[src/rtl/carregador_programa_pkg.sv]
// Shared definitions for the boot-time program loader: state encoding and the
// default widths used by the instruction memory and the core.
package carregador_programa_pkg;

  localparam int unsigned LARGURA_DADO_PADRAO = 8;
  localparam int unsigned LARGURA_END_PADRAO  = 8;

  typedef enum logic [2:0] {
    StOcioso  = 3'd0,
    StCarrega = 3'd1,
    StCheca   = 3'd2,
    StExecuta = 3'd3,
    StErro    = 3'd4
  } estado_e;

endpackage

[src/rtl/carregador_programa_acumulador_checksum.sv]
// Modular byte accumulator: soma wraps at 2^LARGURA_DADO, cleared at load start.
module acumulador_checksum #(
  parameter int unsigned LARGURA_DADO = 8
) (
  input  logic                    CLK,
  input  logic                    RST,
  input  logic                    clear,
  input  logic                    enable,
  input  logic [LARGURA_DADO-1:0] dado,
  output logic [LARGURA_DADO-1:0] soma
);

  logic [LARGURA_DADO-1:0] soma_q;

  always_ff @(posedge CLK) begin
    if (RST || clear) begin
      soma_q <= '0;
    end else if (enable) begin
      soma_q <= soma_q + dado;
    end
  end

  assign soma = soma_q;

endmodule

[src/rtl/carregador_programa.sv]
// Loads a byte stream into instruction memory from address 0, verifies a trailing
// two's-complement checksum and holds the core until a load succeeds.
module carregador_programa
  import carregador_programa_pkg::*;
#(
  parameter int unsigned LARGURA_DADO = LARGURA_DADO_PADRAO,
  parameter int unsigned LARGURA_END  = LARGURA_END_PADRAO,
  parameter bit          USA_CHECKSUM = 1'b1
) (
  input  logic                    CLK,
  input  logic                    RST,
  input  logic                    carregar,
  input  logic [LARGURA_END-1:0]  comprimento,
  input  logic                    in_valid,
  input  logic [LARGURA_DADO-1:0] in_data,
  output logic                    in_ready,
  output logic                    mem_escreve,
  output logic [LARGURA_END-1:0]  mem_endereco,
  output logic [LARGURA_DADO-1:0] mem_dado,
  output logic                    segura_cpu,
  output logic                    pronto,
  output logic                    erro
);

  localparam logic [LARGURA_END-1:0] Um = 1;

  estado_e                 estado_q, estado_d;
  logic [LARGURA_END-1:0]  ptr_q, ptr_d;
  logic [LARGURA_END-1:0]  restante_q, restante_d;
  logic [LARGURA_DADO-1:0] soma, soma_final;
  logic                    transfer, limpa_soma, soma_en;

  assign in_ready   = (estado_q == StCarrega) || (estado_q == StCheca);
  assign transfer   = in_valid && in_ready;
  assign soma_final = soma + in_data;

  acumulador_checksum #(
    .LARGURA_DADO (LARGURA_DADO)
  ) u_acumulador (
    .CLK    (CLK),
    .RST    (RST),
    .clear  (limpa_soma),
    .enable (soma_en),
    .dado   (in_data),
    .soma   (soma)
  );

  always_comb begin
    estado_d   = estado_q;
    ptr_d      = ptr_q;
    restante_d = restante_q;
    limpa_soma = 1'b0;
    soma_en    = 1'b0;
    unique case (estado_q)
      StOcioso, StExecuta, StErro: begin
        if (carregar) begin
          restante_d = comprimento;
          ptr_d      = '0;
          limpa_soma = 1'b1;
          estado_d   = (comprimento == '0) ? StExecuta : StCarrega;
        end
      end
      StCarrega: begin
        if (transfer) begin
          ptr_d      = ptr_q + Um;
          restante_d = restante_q - Um;
          soma_en    = 1'b1;
          if (restante_q == Um) begin
            estado_d = USA_CHECKSUM ? StCheca : StExecuta;
          end
        end
      end
      StCheca: begin
        if (transfer) begin
          estado_d = (soma_final == '0) ? StExecuta : StErro;
        end
      end
      default: estado_d = StOcioso;
    endcase
  end

  // Status flags are registered from the next state so they line up with it.
  always_ff @(posedge CLK) begin
    if (RST) begin
      estado_q     <= StOcioso;
      ptr_q        <= '0;
      restante_q   <= '0;
      mem_escreve  <= 1'b0;
      mem_endereco <= '0;
      mem_dado     <= '0;
      segura_cpu   <= 1'b1;
      pronto       <= 1'b0;
      erro         <= 1'b0;
    end else begin
      estado_q    <= estado_d;
      ptr_q       <= ptr_d;
      restante_q  <= restante_d;
      mem_escreve <= transfer && (estado_q == StCarrega);
      if (transfer && (estado_q == StCarrega)) begin
        mem_endereco <= ptr_q;
        mem_dado     <= in_data;
      end
      segura_cpu <= (estado_d != StExecuta);
      pronto     <= (estado_d == StExecuta);
      erro       <= (estado_d == StErro);
    end
  end

endmodule

[config.mk]
export PLATFORM = sky130hd
export DESIGN_NAME = carregador_programa
export DESIGN_NICKNAME = d
export VERILOG_FILES = /design/src/rtl/carregador_programa_pkg.sv /design/src/rtl/carregador_programa_acumulador_checksum.sv /design/src/rtl/carregador_programa.sv
export SDC_FILE = /design/constraint.sdc
export NUM_CORES = 1
export LEC_CHECK = 0
export ABC_AREA = 1
export BUFFER_PORTS_ARGS = -buffer_cell sky130_fd_sc_hd__buf_2
export CORE_MARGIN = 2
export CORE_UTILIZATION = 40
export DETAILED_ROUTE_END_ITERATION = 7
export GPL_ROUTABILITY_DRIVEN = 0
export SYNTH_ARGS = -nofsm -noshare
export SYNTH_HDL_FRONTEND = slang
export SYNTH_SLANG_ARGS = --single-unit
[constraint.sdc]
create_clock -name CLK -period 4.6 [get_ports CLK]
set_input_delay 0.23 -clock CLK [delete_from_list [all_inputs] [get_ports CLK]]
set_output_delay 0.23 -clock CLK [all_outputs]
set_load 0.01 [all_outputs]
==> metrics.txt <==
WS Path Type=flip-flop to flip-flop; maximum clock path buffer count=2; compound-gate portion of the synthesized area=0.166; mux share of post-synthesis cell area=0; Worst setup SP type=flip-flop; leakage=1.32 nW; vias in the first global route=2,055; total negative slack=0 ps; post-synth top area share=0.389; Distinct cells, synth=32; Post-Synth Adder-Cell Area=0.0600; largest net degree at the start of global routing=35; final hold vios=0; Synth Net Count=380; minimum clock period=2170 ps; Synth Cell Area=2420 sq um; Die Ht=81.7 um; global-route wire length before repair=9210 um; headroom to the max-slew limit=0.369; Post-Syn Area per Cell=6.93 sq um; die width=81.7 um; WP data arrival=2410 ps; ratio of final minimum period to clock period=0.472; largest family of logic cells by synthesized area=simple AND/OR/NAND/NOR gates; Initial DRT Pass Iterations=4; cts repair resizes=0; Clock Sink Count=47; dpl hpwl=4050 um; Core Box Area=5890 sq um; Worst-path clk slew=90 ps; RSZ-0062 raised after global routing=no; antenna-violating nets left=0; Seq cells post-synth=47; I/O pins=41; layout cells sized above 1=0.140; max_cap viols=0; Port Buffers=40; status=complete, no violations; Critical Path Fanout Max=34; H-tree depth=2; Initial Utilization=0.411; CTS root buffer=clkbuf_8; Post-Layout Cell Count=460; clk_skew=9.04 ps; Simple-Gate Fraction of Synth Area=0.275; # DRC=0; power density over the cells=333 nW/um^2; Area Overhead vs Synth=13.3%; Inserted Diodes=0; Hold Path Class=primary input to flip-flop; Inst Count DP=454; final worst slack=2430 ps; fill count=648; Pins Over Slew Limit=0; synthesized instance count=349; Rows=28; Design Area, Final=2740 sq um; ranking of synthesized cells by area=dfxtp_1, nand2_1, inv_1; synth warn=0; Yosys top cell by area=dfxtp_1; register area share after synthesis=0.389; TritonCTS clock tree=built; Routed WL per cell=11.9 um; Post-Route WL=5490 um; Worst-Margin Slew=945 ps; initial antenna violation count=0; setup bufs post-CTS=0; GRT overflow=0; Worst setup EP type=flip-flop; Fmax achieved=461 MHz; Worst Path Required=4840 ps; cts hold-fix bufs=0; CTS Buf Count=5; DR vias=2,291; total design power=0.911 mW; DP Worst Slack=2410 ps; Final #Nets=417; Vias/cell=4.98; Die ar.=6680 sq um; final setup vio count=0; Overall Global Routing Usage=0.176; Post-DP Area=2670 sq um; worst-case vdd ir drop=0.154 mV; initial DRC count=88; clock latency on the worst-skew pair=290 ps; post-synthesis xor/xnor area fraction=0.0109
-- metrics by stage --
step           utilization  hold slack (ps)
6_report             0.465              214
2_1_floorplan            -              308
3_5_place_dp         0.453              462
4_1_cts              0.465              208
5_1_grt              0.465              216
3_3_place_gp         0.453              455
-- power breakdown --
group	internal (mW)	total, mW	switching, mW
sequential	0.439	0.458	0.0195
combinational	0.0798	0.225	0.145
clock	0.102	0.228	0.126
-- layout by cell type, fill, tap and decap left out, types with 2 or more instances in the layout --
cell	count
nand3_1	15
clkbuf_8	5
xnor2_1	2
nor2_1	41
nor4_1	2
nand3_2	2
a31oi_1	3
o211ai_1	3
buf_2	40
nand4_1	5
a21oi_1	31
nand2_4	2
dfxtp_1	47
nand2_1	74
inv_1	49
nor3_1	4
o21ai_0	34
ha_1	10
a211oi_1	2
-- final timing paths --
check,cells after the start,to,from,slack [ps]
setup reg to reg,8,u_acumulador.soma[6]$_SDFFE_PP0P_,estado_q[0]$_SDFF_PP0_,2430
hold reg to reg,2,u_acumulador.soma[2]$_SDFFE_PP0P_,u_acumulador.soma[2]$_SDFFE_PP0P_,470
hold / removal,3,restante_q[2]$_SDFFE_PP0P_,comprimento[2],210
setup / recovery,8,u_acumulador.soma[6]$_SDFFE_PP0P_,estado_q[0]$_SDFF_PP0_,2430
-- critical path: stages (launching register included) --
cell and delay [ps]:
dfxtp_1 360, inv_2 60, nor3_4 340, nand2_4 240
inv_1 750, nor2_1 100, nor2_1 120, o21ai_0 90
inv_1 50
-- sequential cells by signal (all words and copies together), names as in the netlist --
signal and cells:
erro 1, estado_q 3, mem_dado 8, mem_endereco 8
mem_escreve 1, pronto 1, ptr_q 8, restante_q 8
segura_cpu 1, u_acumulador.soma 8
-- per-layer routing --
layer,GRT usage,up-vias,routed length (um)
li1,-,1209,-
met1,0.227,1040,2710
met2,0.305,40,2550
met3,0.0297,2,197
met4,0.0450,0,41
met5,0,-,0
-- cell families after synthesis --
family / Yosys count
AO/OA/AOI/OAI: 76
flip-flops: 47
buffers and inverters: 61
adder cells (fa/ha/maj): 11
AND/OR/NAND/NOR: 151
XOR/XNOR: 3
-- synthesized netlist by cell type (all sizes together) --
master  instances
nand2          76
inv            50
dfxtp          47
nor2           42
o21ai          35
a21oi          31
nand3          17
ha             10
buf             7
nor3            6
nand4           5
a31oi           3
clkbuf          3
o211ai          3
a211oi          2
nor4            2
or2             2
xnor2           2
clkinv          1
fa              1
nor3b           1
o21bai          1
o31ai           1
xor2            1
-- cell type report --
cell class	instances	area [sq um]	area share
inverters	51	191	0.0699
multi-input cells	241	1240	0.452
flip-flops and latches	47	941	0.344
repair buffers	40	200	0.0731
clock buffers	6	72.6	0.0265
well taps	75	93.8	0.0343
Power figures use the tool's default switching activity.
